==> src/rtl/integrated_top_module.sv <==
// -----------------------------------------------------------------------------
// integrated_top_module
//
// Microprogrammed 4x4 unsigned shift-and-add multiplier. A fixed 32-entry
// opcode ROM, indexed by the program counter, sequences a small datapath:
// operand registers, a shifter, an accumulator and an output register. After
// one pass through the program, Output_Reg holds Switch_A * Switch_B as
// captured by the LOAD instruction. The program ends on a HALT at PC 31 and
// stays there until reset.
//
// Ports
//   clk          in   1  system clock; all state updates on the rising edge
//   reset        in   1  synchronous, active-high reset
//   Switch_A     in   4  multiplicand operand
//   Switch_B     in   4  multiplier operand
//   Reg_A        out  4  multiplicand register
//   Reg_B        out  4  multiplier register, shifted right one bit per SHL
//   MUX1         out  8  shifter source: Shifter or {4'b0, Reg_A}
//   Shifter      out  8  shifted partial-product register
//   MUX2         out  8  addend: Shifter when Flag is set, otherwise zero
//   ALU          out  8  ACC + MUX2, modulo 256
//   ACC          out  8  accumulator
//   Output_Reg   out  8  result register, written by OUT
//   Flag         out  1  multiplier bit under test (Reg_B[0])
//   PC_out       out  5  program counter
//   IR_out       out  4  opcode at the current PC (combinational ROM read)
//   control      out 16  decoded control word for IR_out
// -----------------------------------------------------------------------------
module integrated_top_module (
    input  logic        clk,
    input  logic        reset,
    input  logic [3:0]  Switch_A,
    input  logic [3:0]  Switch_B,
    output logic [3:0]  Reg_A,
    output logic [3:0]  Reg_B,
    output logic [7:0]  MUX1,
    output logic [7:0]  Shifter,
    output logic [7:0]  MUX2,
    output logic [7:0]  ALU,
    output logic [7:0]  ACC,
    output logic [7:0]  Output_Reg,
    output logic        Flag,
    output logic [4:0]  PC_out,
    output logic [3:0]  IR_out,
    output logic [15:0] control
);

    localparam int DATA_W = 8;
    localparam int OP_W   = 4;
    localparam int PC_W   = 5;

    // Opcodes
    localparam logic [OP_W-1:0] OP_NOP  = 4'b0000;
    localparam logic [OP_W-1:0] OP_LOAD = 4'b0001;
    localparam logic [OP_W-1:0] OP_CLR  = 4'b0010;
    localparam logic [OP_W-1:0] OP_LDSH = 4'b0011;
    localparam logic [OP_W-1:0] OP_ADDC = 4'b0100;
    localparam logic [OP_W-1:0] OP_SHL  = 4'b0101;
    localparam logic [OP_W-1:0] OP_OUT  = 4'b0110;
    localparam logic [OP_W-1:0] OP_HALT = 4'b0111;

    // Control word bit positions
    localparam int C_LOAD     = 0;
    localparam int C_CLR      = 1;
    localparam int C_LDSH     = 2;
    localparam int C_SHL      = 3;
    localparam int C_ADD_EN   = 4;
    localparam int C_OUT_EN   = 5;
    localparam int C_HALT     = 6;
    localparam int C_MUX1_SEL = 7;

    // -------------------------------------------------------------------------
    // Program ROM. PC 0-7 are idle so the operand switches can settle before
    // LOAD; PC 11-17 unroll the four add/shift steps of the multiply.
    // -------------------------------------------------------------------------
    function automatic logic [OP_W-1:0] rom_read(input logic [PC_W-1:0] addr);
        logic [OP_W-1:0] op;
        op = OP_NOP;
        case (addr)
            5'd8:    op = OP_LOAD;
            5'd9:    op = OP_CLR;
            5'd10:   op = OP_LDSH;
            5'd11:   op = OP_ADDC;
            5'd12:   op = OP_SHL;
            5'd13:   op = OP_ADDC;
            5'd14:   op = OP_SHL;
            5'd15:   op = OP_ADDC;
            5'd16:   op = OP_SHL;
            5'd17:   op = OP_ADDC;
            5'd18:   op = OP_OUT;
            5'd31:   op = OP_HALT;
            default: op = OP_NOP;
        endcase
        return op;
    endfunction

    // Opcode to control word. Opcodes 1000-1111 fall through to all-zero,
    // which makes them indistinguishable from NOP.
    function automatic logic [15:0] decode_op(input logic [OP_W-1:0] op);
        logic [15:0] c;
        c = 16'h0000;
        case (op)
            OP_LOAD: c[C_LOAD]   = 1'b1;
            OP_CLR:  c[C_CLR]    = 1'b1;
            OP_LDSH: c[C_LDSH]   = 1'b1;  // MUX1_SEL stays 0: source is Reg_A
            OP_ADDC: c[C_ADD_EN] = 1'b1;
            OP_SHL: begin
                c[C_SHL]      = 1'b1;
                c[C_MUX1_SEL] = 1'b1;     // shift the Shifter's own value
            end
            OP_OUT:  c[C_OUT_EN] = 1'b1;
            OP_HALT: c[C_HALT]   = 1'b1;
            default: c = 16'h0000;
        endcase
        return c;
    endfunction

    // Accumulate with plain wrap-around; the product never exceeds 225 so the
    // wrap is never exercised by the program, only defined for completeness.
    function automatic logic [DATA_W-1:0] add_mod(input logic [DATA_W-1:0] x,
                                                  input logic [DATA_W-1:0] y);
        return x + y;
    endfunction

    // -------------------------------------------------------------------------
    // State registers
    // -------------------------------------------------------------------------
    logic [PC_W-1:0]   r_pc;
    logic [3:0]        r_reg_a;
    logic [3:0]        r_reg_b;
    logic [DATA_W-1:0] r_shifter;
    logic [DATA_W-1:0] r_acc;
    logic [DATA_W-1:0] r_out;

    // -------------------------------------------------------------------------
    // Fetch / decode and combinational datapath
    // -------------------------------------------------------------------------
    logic [OP_W-1:0]   w_ir;
    logic [15:0]       w_ctrl;
    logic              w_flag;
    logic [DATA_W-1:0] w_mux1;
    logic [DATA_W-1:0] w_mux2;
    logic [DATA_W-1:0] w_alu;

    always_comb begin
        w_ir   = rom_read(r_pc);
        w_ctrl = decode_op(w_ir);
        w_flag = r_reg_b[0];
        w_mux1 = w_ctrl[C_MUX1_SEL] ? r_shifter : {4'b0000, r_reg_a};
        w_mux2 = w_flag ? r_shifter : '0;
        w_alu  = add_mod(r_acc, w_mux2);
    end

    // -------------------------------------------------------------------------
    // Execute: the instruction at PC commits on this edge. Each opcode
    // asserts at most one write enable per register, so the branches below
    // never compete for the same register.
    // -------------------------------------------------------------------------
    always_ff @(posedge clk) begin
        if (reset) begin
            r_pc <= '0;
        end else if (!w_ctrl[C_HALT]) begin
            // HALT only lives at PC 31, so the counter never wraps to 0.
            r_pc <= r_pc + 5'd1;
        end
    end

    always_ff @(posedge clk) begin
        if (reset) begin
            r_reg_a <= '0;
            r_reg_b <= '0;
        end else if (w_ctrl[C_LOAD]) begin
            r_reg_a <= Switch_A;
            r_reg_b <= Switch_B;
        end else if (w_ctrl[C_SHL]) begin
            // Walk the next multiplier bit into Flag.
            r_reg_b <= {1'b0, r_reg_b[3:1]};
        end
    end

    always_ff @(posedge clk) begin
        if (reset) begin
            r_shifter <= '0;
        end else if (w_ctrl[C_CLR]) begin
            r_shifter <= '0;
        end else if (w_ctrl[C_LDSH]) begin
            r_shifter <= w_mux1;
        end else if (w_ctrl[C_SHL]) begin
            r_shifter <= {w_mux1[DATA_W-2:0], 1'b0};
        end
    end

    always_ff @(posedge clk) begin
        if (reset) begin
            r_acc <= '0;
        end else if (w_ctrl[C_CLR]) begin
            r_acc <= '0;
        end else if (w_ctrl[C_ADD_EN]) begin
            r_acc <= w_alu;
        end
    end

    always_ff @(posedge clk) begin
        if (reset) begin
            r_out <= '0;
        end else if (w_ctrl[C_OUT_EN]) begin
            r_out <= r_acc;
        end
    end

    // -------------------------------------------------------------------------
    // Output mapping
    // -------------------------------------------------------------------------
    assign Reg_A      = r_reg_a;
    assign Reg_B      = r_reg_b;
    assign MUX1       = w_mux1;
    assign Shifter    = r_shifter;
    assign MUX2       = w_mux2;
    assign ALU        = w_alu;
    assign ACC        = r_acc;
    assign Output_Reg = r_out;
    assign Flag       = w_flag;
    assign PC_out     = r_pc;
    assign IR_out     = w_ir;
    assign control    = w_ctrl;

endmodule

==> config.mk <==
export PLATFORM = sky130hd
export DESIGN_NAME = integrated_top_module
export DESIGN_NICKNAME = d
export VERILOG_FILES = /design/src/rtl/integrated_top_module.sv
export SDC_FILE = /design/constraint.sdc
export NUM_CORES = 1
export LEC_CHECK = 0
export ABC_CLOCK_PERIOD_IN_PS = 2500
export CAP_MARGIN = 0
export CORE_ASPECT_RATIO = 1.2
export CORE_MARGIN = 4
export CORE_UTILIZATION = 39
export CTS_CLUSTER_DIAMETER = 120
export DETAILED_ROUTE_END_ITERATION = 8
export GPL_TIMING_DRIVEN = 0
export HOLD_SLACK_MARGIN = 0.02
export PLACE_DENSITY = 0.79
export SYNTH_ARGS = -nofsm -noshare
export SYNTH_HDL_FRONTEND = slang
export SYNTH_SLANG_ARGS = --single-unit
==> constraint.sdc <==
create_clock -name clk -period 2.5 [get_ports clk]
set_input_delay 0.75 -clock clk [delete_from_list [all_inputs] [get_ports clk]]
set_output_delay 0.75 -clock clk [all_outputs]
set_load 0.005 [all_outputs]
==> results of run 1 <==
## state kept, by name, indices dropped and copies added (netlist names)
| register | cells |
|---|---|
| ACC | 8 |
| Output_Reg | 8 |
| Shifter | 8 |
| PC_out | 5 |
| Reg_A | 4 |
| Reg_B | 4 |
| IR_out | 3 |
## metal layers
layer | routed length (µm) | vias to the layer above | global-route usage
li1 | - | 1200 | -
met1 | 2907 | 1165 | 0.2391
met2 | 3909 | 118 | 0.3876
met3 | 519 | 26 | 0.05842
met4 | 238 | 0 | 0.09347
met5 | 0 | - | 0
## per-stage QoR
| stage | power, W | worst slack (ns) |
|---|---|---|
| after floorplan | 0.0007127 | -0.001452 |
| after global routing | 0.001320 | -0.5676 |
| after CTS | 0.001267 | -0.5074 |
| after global placement | 0.0007472 | -0.5838 |
| after detailed placement | 0.0007486 | -0.6307 |
| final | 0.001263 | -0.4875 |
## cells in the final DEF, fill, tap and decap left out, types with 4 or more instances in the layout
cell type / netlist / routed
buf_2: 1 / 7
a211oi_1: 7 / 6
mux2i_1: 8 / 8
conb_1: 1 / 9
and2_4: 0 / 4
dfxtp_1: 40 / 32
dfxtp_2: 0 / 6
clkbuf_8: 0 / 6
buf_6: 2 / 9
buf_4: 11 / 43
a31oi_1: 4 / 4
dlygate4sd2_1: 0 / 7
and3_1: 4 / 4
a21oi_1: 21 / 18
a22oi_1: 5 / 5
a22o_1: 4 / 4
nor2_1: 21 / 21
ha_1: 11 / 4
o21ai_0: 5 / 4
nand2b_1: 4 / 4
clkbuf_1: 9 / 4
inv_2: 2 / 4
ha_4: 0 / 7
clkdlybuf4s50_1: 0 / 65
nand2_1: 52 / 49
inv_1: 17 / 13
## how the worst max path moves through the flow
stage | from | to | slack [ns] | cells past startpoint
floorplan | Shifter[0]$_SDFFE_PP0P_ | ALU[6] | -0.001 | 8
global placement | Shifter[0]$_SDFFE_PP0P_ | ALU[6] | -0.58 | 9
detailed placement | Shifter[0]$_SDFFE_PP0P_ | ALU[6] | -0.63 | 9
CTS | Reg_B[0]$_SDFFE_PP0P_ | ALU[6] | -0.51 | 9
global route | Reg_B[0]$_SDFFE_PP0P_ | ALU[6] | -0.57 | 9
finish | Reg_B[0]$_SDFFE_PP0P_ | ALU[6] | -0.49 | 9
## critical path: cells and delay by family (launching register included)
family / cells / cell delay, ns
buffers and inverters: 2 / 0.15
adders and majority gates: 2 / 0.36
AOI/OAI and AO/OA: 1 / 0.25
DFF: 1 / 0.37
and+or+nand+nor: 4 / 0.80
## cell type report
| type | count | share of cell area |
|---|---|---|
| Multi-Input combinational cell | 206 | 0.3868 |
| Timing Repair Buffer | 118 | 0.2840 |
| Sequential cell | 40 | 0.2168 |
| Buffer | 21 | 0.04124 |
| Inverter | 20 | 0.02195 |
| Tap cell | 62 | 0.02062 |
| Clock buffer | 6 | 0.01929 |
| Clock inverter | 2 | 0.009312 |
## logic make-up after synthesis
| logic type | after synthesis | synth area share |
|---|---|---|
| flip-flops | 40 | 0.3581 |
| multiplexers | 8 | 0.03582 |
| buffers and inverters | 44 | 0.09960 |
| AO/OA/AOI/OAI | 63 | 0.1858 |
| adder cells (fa/ha/maj) | 12 | 0.07051 |
| AND/OR/NAND/NOR | 109 | 0.2289 |
| XOR/XNOR | 5 | 0.01959 |
| other | 1 | 0.001677 |
## power by group through the flow
stage	Sequential, W	Clock, W	Combinational (W)
global route	0.000646	0.000572	0.000102
floorplan	0.000661	0	0.0000513
CTS	0.000645	0.000532	0.0000897
finish	0.000645	0.000526	0.0000917
global placement	0.000662	0	0.0000854
detailed placement	0.000662	0	0.0000866
## what timing repair did
action	in CTS	in global routing
pin swaps	15	6
endpoints found under the setup margin	22	23
resized for setup	99	19
buffers inserted	30	6
## cells in the mapped netlist, types with 2 or more instances
library cell / n
nand2_1: 52
dfxtp_1: 40
a21oi_1: 21
nor2_1: 21
inv_1: 17
buf_4: 11
ha_1: 11
clkbuf_1: 9
mux2i_1: 8
a211oi_1: 7
and2_1: 6
a22oi_1: 5
o21ai_0: 5
a22o_1: 4
a31oi_1: 4
and3_1: 4
nand2b_1: 4
xnor2_1: 4
a21o_1: 3
nand3_1: 3
nand3b_1: 3
nor2b_1: 3
o211ai_1: 3
o22ai_1: 3
or3_1: 3
buf_6: 2
inv_2: 2
nor3_1: 2
o211a_1: 2
o21a_1: 2
or2_2: 2
==> results.ini, run 1 <==
[run_status]
status = complete, but fails checks
violations = negative setup slack

[worst_hold_path]
hold_depth = 2
worstHoldStart = Output_Reg[3]$_SDFFE_PP0P_
hold_path.class = register to register
whs_endpoint = Output_Reg[3]$_SDFFE_PP0P_

[global_route]
grt_pass1_vias = 2563
grt_pass1_wl_mm = 12.34
track_usage = 0.2168
grt_max_degree = 13
antenna_found_initial = 0
overflow = 0

[clock_network]
cts_tree = built
h-tree-depth = 2
hold_buffers = 0
worstSkewPairLatency_ns = 0.29
cts.reportedPaths.clkPinSlew_ns = 0.08
cts_made_buffers = 5
clk_path_buf_depth = 2
cts-root-buf = clkbuf_8
cts.sinks = 40

[critical_path]
timing.critical_path.slowest_cell_delay_ns = 0.50
required_ns = 1.75
slowest_stage = or4_4
reg2reg_from = Reg_B[0]$_SDFFE_PP0P_
reg2reg_to = ACC[4]$_SDFFE_PP0P_
r2r_slack_ns = 0.26
startpoint_type = register
path_cells = and2_4 -> ha_4 -> inv_2 -> fa_2 -> nor2b_2 -> o31a_1 -> or4_4 -> nand3_4 -> buf_6
worst_setup_path_end_kind = primary output
crit_arrival_ns = 2.24
reg2reg_depth = 14
path_class = register to primary output
cp_max_fo = 7

[yosys]
ys_ff_latch = 40
async_flop_share = 0
synth_seq_area_share = 0.3581
avgSynthCellArea_um2 = 7.929
synth_area_mm2 = 0.002236
synth_edf_count = 0
ys_warn_count = 0
synthDistinctLibCells = 47
yosys-top-cells-area = dfxtp_1 (36%), nand2_1 (8.7%), ha_1 (6.2%)
ys_dominant_reg_cell = dfxtp_1
synthCells = 282
synth_area_leader_cell = dfxtp_1
synth_top_area_frac = 0.3581

[drt]
drt_first_pass_iters = 4
routed_wirelength_mm = 7.575
final_antenna_net_count = 0
vias_per_cell = 5.282
drt_iter0_drc = 134
vias = 2509
drc = 0
post_drt_wl_per_cell_um = 15.95

[sta]
setup_viol = 6
worstMarginPinSlew_ns = 0.5251
slew_headroom = 0.6499
fmax_mhz = 334.7
clock-skew-final_ns = 0.01140
drv_slew = 0
finalWorstSetupSlack_ns = -0.4875
finalHoldViolCount = 0
period_share = 1.195
rsz0062_at_grt = yes
tns_ns = -1.600
period_needed_ns = 2.988
holdWs_ns = 0.4606

[placement]
dp_cells = 434
gp_congestion = 0.8755
hpwl_mm = 4.878
io_buffers = 82
post_dp_cell_area_mm2 = 0.003176

[floorplan]
rows = 29
initial_core_util = 0.4136
die_w_um = 77.12
core_area_mm2 = 0.005406
pin_count = 92
die_h_um = 90.95
dieArea_mm2 = 0.007014

[power]
internal-power_w = 0.0009849
swShare = 0.2199
p_leak_nw = 1.630
pwr-share-comb = 0.073
clkPwrFrac = 0.416
power_density_mw_per_mm2 = 335.6
switching_power_w = 0.0002776
pwr-share-seq = 0.511
ir_worst_vdd_mv = 0.3871

[layout]
drive_gt1_frac = 0.2906
fin_nets = 434
regArea_um2 = 815.8
utilization = 0.6959
area_delta_synth_final_pct = 68.27
fillCellCount = 425
fin_area_mm2 = 0.003762
multi_input_comb_area_mm2 = 0.001455
diodes = 0
instances_no_fill = 475

[job]
drv_cap = 0

No activity file was read; power rests on OpenSTA's default activity.
==> run 2: changes to the inputs <==
--- a/config.mk
+++ b/config.mk
@@ -10,7 +10,8 @@
 export CORE_ASPECT_RATIO = 1.2
 export CORE_MARGIN = 4
 export CORE_UTILIZATION = 39
-export CTS_CLUSTER_DIAMETER = 120
+export CTS_BUF_LIST = sky130_fd_sc_hd__clkbuf_16
+export CTS_CLUSTER_DIAMETER = 100
 export DETAILED_ROUTE_END_ITERATION = 8
 export GPL_TIMING_DRIVEN = 0
 export HOLD_SLACK_MARGIN = 0.02
==> results.ini, run 2 (same netlist as run 1, synthesis figures left out) <==
[global_route]
overflow = 0  ; unchanged
grt_pass1_vias = 2408  ; -6.0%
antenna_found_initial = 0  ; unchanged
grt_pass1_wl_mm = 11.49  ; -6.9%
track_usage = 0.2032  ; -0.01360
grt_max_degree = 13  ; unchanged

[clock_network]
cts.sinks = 40  ; unchanged
cts-root-buf = clkbuf_16
cts_tree = built
cts.reportedPaths.clkPinSlew_ns = 0.06  ; -0.02 ns
worstSkewPairLatency_ns = 0.28  ; about the same
clk_path_buf_depth = 2  ; unchanged
h-tree-depth = 2  ; unchanged
cts_made_buffers = 5  ; unchanged

[floorplan]
pin_count = 92  ; unchanged
core_area_mm2 = 0.005406  ; unchanged
initial_core_util = 0.4136  ; unchanged
die_h_um = 90.95  ; unchanged
rows = 29  ; unchanged
die_w_um = 77.12  ; unchanged
dieArea_mm2 = 0.007014  ; unchanged

[drt]
vias = 2440  ; -2.8%
drt_iter0_drc = 153  ; +14%
final_antenna_net_count = 0  ; unchanged
routed_wirelength_mm = 7.349  ; -3.0%
post_drt_wl_per_cell_um = 15.74  ; -1.3%
drc = 0  ; unchanged
vias_per_cell = 5.225  ; -1.1%
drt_first_pass_iters = 4  ; unchanged

[placement]
hpwl_mm = 4.878  ; unchanged
io_buffers = 82  ; unchanged
gp_congestion = 0.8755  ; unchanged

[sta]
rsz0062_at_grt = yes
worstMarginPinSlew_ns = 0.5126  ; -0.01244 ns
slew_headroom = 0.6582  ; +0.008291
period_needed_ns = 2.958  ; -0.02929 ns
drv_slew = 0  ; unchanged
period_share = 1.183  ; -0.01172
tns_ns = -1.592  ; +0.008510 ns
finalHoldViolCount = 0  ; unchanged
finalWorstSetupSlack_ns = -0.4582  ; +0.02929 ns
setup_viol = 6  ; unchanged
clock-skew-final_ns = 0.008340  ; -0.003062 ns
fmax_mhz = 338.0  ; +0.99%

[critical_path]
required_ns = 1.75  ; about the same
cp_max_fo = 5  ; -2
startpoint_type = register
worst_setup_path_end_kind = primary output
path_class = register to primary output
crit_arrival_ns = 2.21  ; -0.03 ns

[worst_hold_path]
hold_path.class = register to register

[power]
ir_worst_vdd_mv = 0.4710  ; +22%
p_leak_nw = 1.616  ; -0.89%
power_density_mw_per_mm2 = 391.7  ; +17%

[layout]
area_delta_synth_final_pct = 66.59
diodes = 0  ; unchanged
final_cell_mix = clkdlybuf4s50_1 (66), nand2_1 (48), buf_4 (38), dfxtp_1 (32), nor2_1 (21)
final_common_cell = clkdlybuf4s50_1
fin_nets = 426  ; -1.8%
fillCellCount = 452  ; +6.4%
drive_gt1_frac = 0.2593  ; -0.03130
utilization = 0.6890  ; -0.006943

[run_status]
status = complete, but fails checks
violations = negative setup slack

[job]
drv_cap = 0  ; unchanged

-- run 2: timing repair --
action,CTS,global route
gates resized for setup,88,19
hold buffers,0,0
setup buffers,21,7
pin swaps,16,14
setup endpoints to repair,22,22
-- run 2: cell type report --
type                            count  area, µm²  area share
Buffer                             21      145.1     0.03897
Clock buffer                        5      125.1     0.03359
Clock inverter                      3      38.79     0.01041
Inverter                           20      80.08     0.02150
Multi-Input combinational cell    206       1423      0.3819
Sequential cell                    40      818.3      0.2197
Tap cell                           62      77.57     0.02083
Timing Repair Buffer              110       1017      0.2731
-- run 2: per-stage QoR --
step                      setup slack [ns]  cells  total power, W  hold slack, ns  cell area (µm²)
after floorplan                  -0.001452    290       0.0007127          0.4527             2277
after global placement             -0.5838    434       0.0007472          0.4423             3176
after detailed placement           -0.6307    434       0.0007486          0.4492             3176
after CTS                          -0.4710    461        0.001460          0.4578             3649
after global routing               -0.5419    467        0.001511          0.4762             3725
final                              -0.4582    467        0.001459          0.4584             3725
-- run 2: worst max-delay path, stage by stage (launching register included) --
cell and delay [ns]:
dfxtp_4 0.36, and2_4 0.15, ha_4 0.15, inv_2 0.06
fa_2 0.23, nor2b_2 0.05, o31a_1 0.26, buf_6 0.12
o211ai_1 0.27, nand3_4 0.13, buf_6 0.14
-- run 2: layer usage --
metal	part of all wire	up-vias	GRT usage	wire, µm
li1	-	1181	-	-
met1	0.39	1133	0.2183	2853
met2	0.50	98	0.3566	3657
met3	0.071	28	0.06337	525
met4	0.042	0	0.1024	312
met5	0	-	0	0
-- run 2: final timing paths --
check                              from                          to  slack, ns  cells past startpoint
min          Output_Reg[3]$_SDFFE_PP0P_  Output_Reg[3]$_SDFFE_PP0P_       0.46                      2
max               Reg_B[0]$_SDFFE_PP0P_                      ALU[6]      -0.46                     10
min reg2reg  Output_Reg[3]$_SDFFE_PP0P_  Output_Reg[3]$_SDFFE_PP0P_       0.46                      2
max reg2reg       Reg_B[0]$_SDFFE_PP0P_         ACC[6]$_SDFFE_PP0P_       0.09                     12
-- run 2: power breakdown --
group	leakage, nW	switching, W	internal (W)
clock	0.0850	0.000259	0.000466
sequential	0.328	0.00000598	0.000639
combinational	1.20	0.0000416	0.0000483
total	1.62	0.000306	0.00115
==> run 3: changes to the inputs <==
--- a/config.mk
+++ b/config.mk
@@ -7,15 +7,17 @@
 export LEC_CHECK = 0
 export ABC_CLOCK_PERIOD_IN_PS = 2500
 export CAP_MARGIN = 0
-export CORE_ASPECT_RATIO = 1.2
+export CELL_PAD_IN_SITES_DETAIL_PLACEMENT = 1
+export CELL_PAD_IN_SITES_GLOBAL_PLACEMENT = 2
+export CORE_ASPECT_RATIO = 0.8
 export CORE_MARGIN = 4
-export CORE_UTILIZATION = 39
+export CORE_UTILIZATION = 21
 export CTS_BUF_LIST = sky130_fd_sc_hd__clkbuf_16
 export CTS_CLUSTER_DIAMETER = 100
 export DETAILED_ROUTE_END_ITERATION = 8
 export GPL_TIMING_DRIVEN = 0
 export HOLD_SLACK_MARGIN = 0.02
-export PLACE_DENSITY = 0.79
+export PLACE_DENSITY = 0.78
 export SYNTH_ARGS = -nofsm -noshare
 export SYNTH_HDL_FRONTEND = slang
 export SYNTH_SLANG_ARGS = --single-unit
==> results.ini, run 3 (same netlist as run 1, synthesis figures left out) <==
[sta]
tns_ns = -1.213  ; +0.3784 ns
clock-skew-final_ns = 0.007208  ; -0.001131 ns
rsz0062_at_grt = yes
slew_headroom = 0.6590  ; +0.0007180
finalWorstSetupSlack_ns = -0.4164  ; +0.04188 ns
fmax_mhz = 342.9  ; +1.4%
period_needed_ns = 2.916  ; -0.04188 ns
setup_viol = 5  ; -1
worstMarginPinSlew_ns = 0.5116  ; -0.001077 ns
period_share = 1.167  ; -0.01675
finalHoldViolCount = 0  ; unchanged
drv_slew = 0  ; unchanged

[job]
drv_cap = 0  ; unchanged

[layout]
fillCellCount = 1226  ; +170%
drive_gt1_frac = 0.2857  ; +0.02646
final_common_cell = clkdlybuf4s50_1
fin_area_mm2 = 0.003884  ; +4.3%
final_cell_mix = clkdlybuf4s50_1 (62), nand2_1 (46), buf_4 (37), dfxtp_1 (30), nor2_1 (20)
area_delta_synth_final_pct = 73.70
fin_nets = 427  ; +0.23%
diodes = 0  ; unchanged

[floorplan]
core_area_mm2 = 0.01032  ; +91%
rows = 33  ; +14%
initial_core_util = 0.2166  ; -0.1970
die_h_um = 100.3  ; +10%
dieArea_mm2 = 0.01237  ; +76%
die_w_um = 123.4  ; +60%
pin_count = 92  ; unchanged

[power]
power_density_mw_per_mm2 = 375.9  ; -4.1%
ir_worst_vdd_mv = 0.1799  ; -62%
power_w = 0.001460  ; about the same
p_leak_nw = 1.654  ; +2.4%

[clock_network]
h-tree-depth = 2  ; unchanged
worstSkewPairLatency_ns = 0.28  ; about the same
cts_made_buffers = 5  ; unchanged
hold_buffers = 0  ; unchanged
cts_tree = built
cts.reportedPaths.clkPinSlew_ns = 0.06  ; about the same
cts-root-buf = clkbuf_16
cts.sinks = 40  ; unchanged
clk_path_buf_depth = 2  ; unchanged

[drt]
drt_first_pass_iters = 4  ; unchanged
vias_per_cell = 4.374  ; -16%
final_antenna_net_count = 0  ; unchanged
drc = 0  ; unchanged
post_drt_wl_per_cell_um = 15.03  ; -4.5%
routed_wirelength_mm = 8.205  ; +12%
vias = 2388  ; -2.1%
drt_iter0_drc = 89  ; -42%

[critical_path]
endpoint = ALU[6]
startpoint_type = register
crit_arrival_ns = 2.17  ; -0.04 ns
required_ns = 1.75  ; about the same
worst_setup_path_end_kind = primary output
critPathLaunch = Reg_B[0]$_SDFFE_PP0P_
reg2reg_depth = 12  ; unchanged
r2r_slack_ns = 0.38  ; +0.29 ns
cp_max_fo = 6  ; +1
path_class = register to primary output
reg2reg_from = IR_out[0]$_DFF_P_
reg2reg_to = IR_out[0]$_DFF_P_

[global_route]
grt_pass1_wl_mm = 13.12  ; +14%
grt_pass1_vias = 2479  ; +2.9%
antenna_found_initial = 0  ; unchanged
track_usage = 0.1342  ; -0.06898
grt_max_degree = 13  ; unchanged
overflow = 0  ; unchanged

[worst_hold_path]
hold_path.class = register to register
worstHoldStart = Output_Reg[5]$_SDFFE_PP0P_

[placement]
preCtsSetupSlack_ns = -0.6834  ; -0.05261 ns
gp_congestion = 0.8133  ; -7.1%
io_buffers = 82  ; unchanged
hpwl_mm = 6.082  ; +25%
post_dp_cell_area_mm2 = 0.003273  ; +3.1%

[run_status]
violations = negative setup slack
status = complete, but fails checks

[run 3: cell types whose count changed in the layout (fill, tap and decap cells not counted), moves of 2 or more]
cell / previous run / this run
clkdlybuf4s50_1: 66 / 62
buf_6: 7 / 10
and2_4: 5 / 3
buf_2: 5 / 7
clkbuf_2: 3 / 1
clkbuf_4: 0 / 2
clkdlybuf4s15_1: 3 / 1
dfxtp_1: 32 / 30
dfxtp_2: 5 / 7
nand2_1: 48 / 46
nand2_4: 2 / 4
[run 3: how the worst min path moves through the flow]
stage,cells past startpoint,to,slack [ns]
2_1_floorplan,2,Output_Reg[0]$_SDFFE_PP0P_,0.45
3_3_place_gp,2,Output_Reg[5]$_SDFFE_PP0P_,0.44
3_5_place_dp,2,Output_Reg[6]$_SDFFE_PP0P_,0.45
4_1_cts,2,Output_Reg[6]$_SDFFE_PP0P_,0.46
5_1_grt,2,Output_Reg[6]$_SDFFE_PP0P_,0.49
6_report,2,Output_Reg[5]$_SDFFE_PP0P_,0.46
[run 3: metrics by stage]
stage / cells / hold WS (ns) / utilization
detailed placement: 512 / 0.4485 / 0.3171
global route: 546 / 0.4905 / 0.3762
global placement: 512 / 0.4432 / 0.3171
finish: 546 / 0.4550 / 0.3762
floorplan: 290 / 0.4527 / -
CTS: 543 / 0.4566 / 0.3673
[run 3: report_power, final]
part / switching (W) / internal (W)
clock network: 0.000257 / 0.000466
registers: 0.00000574 / 0.000639
logic: 0.0000440 / 0.0000482
[run 3: what timing repair did]
action / in CTS / in global routing
endpoints found under the setup margin: 25 / 23
resized for setup: 106 / 25
buffers inserted: 25 / 4
pin swaps: 14 / 9
[run 3: worst max-delay path: stages, from the launching register on]
cell and delay [ns]:
dfxtp_4 0.37, and2_4 0.15, ha_4 0.15, inv_2 0.05
fa_2 0.20, nor2b_2 0.06, o31a_1 0.28, or4_4 0.44
nand3_4 0.10, buf_6 0.09
[run 3: final cells by class]
class	instances	area, µm²	share of cell area
inverter	20	81.33	0.02094
clock inverter	3	38.79	0.009987
buffer	21	178.9	0.04607
multi-input combinational	206	1450	0.3734
tap	140	175.2	0.04510
sequential	40	820.8	0.2113
timing repair buffer	111	1013	0.2610
clock buffer	5	125.1	0.03222
[run 3: routing by layer]
layer,part of all wire,track usage,wire length [µm]
met1,0.48,0.1862,3934
met2,0.46,0.2135,3798
met3,0.047,0.02704,388
met4,0.010,0.03319,83
met5,0,0,0
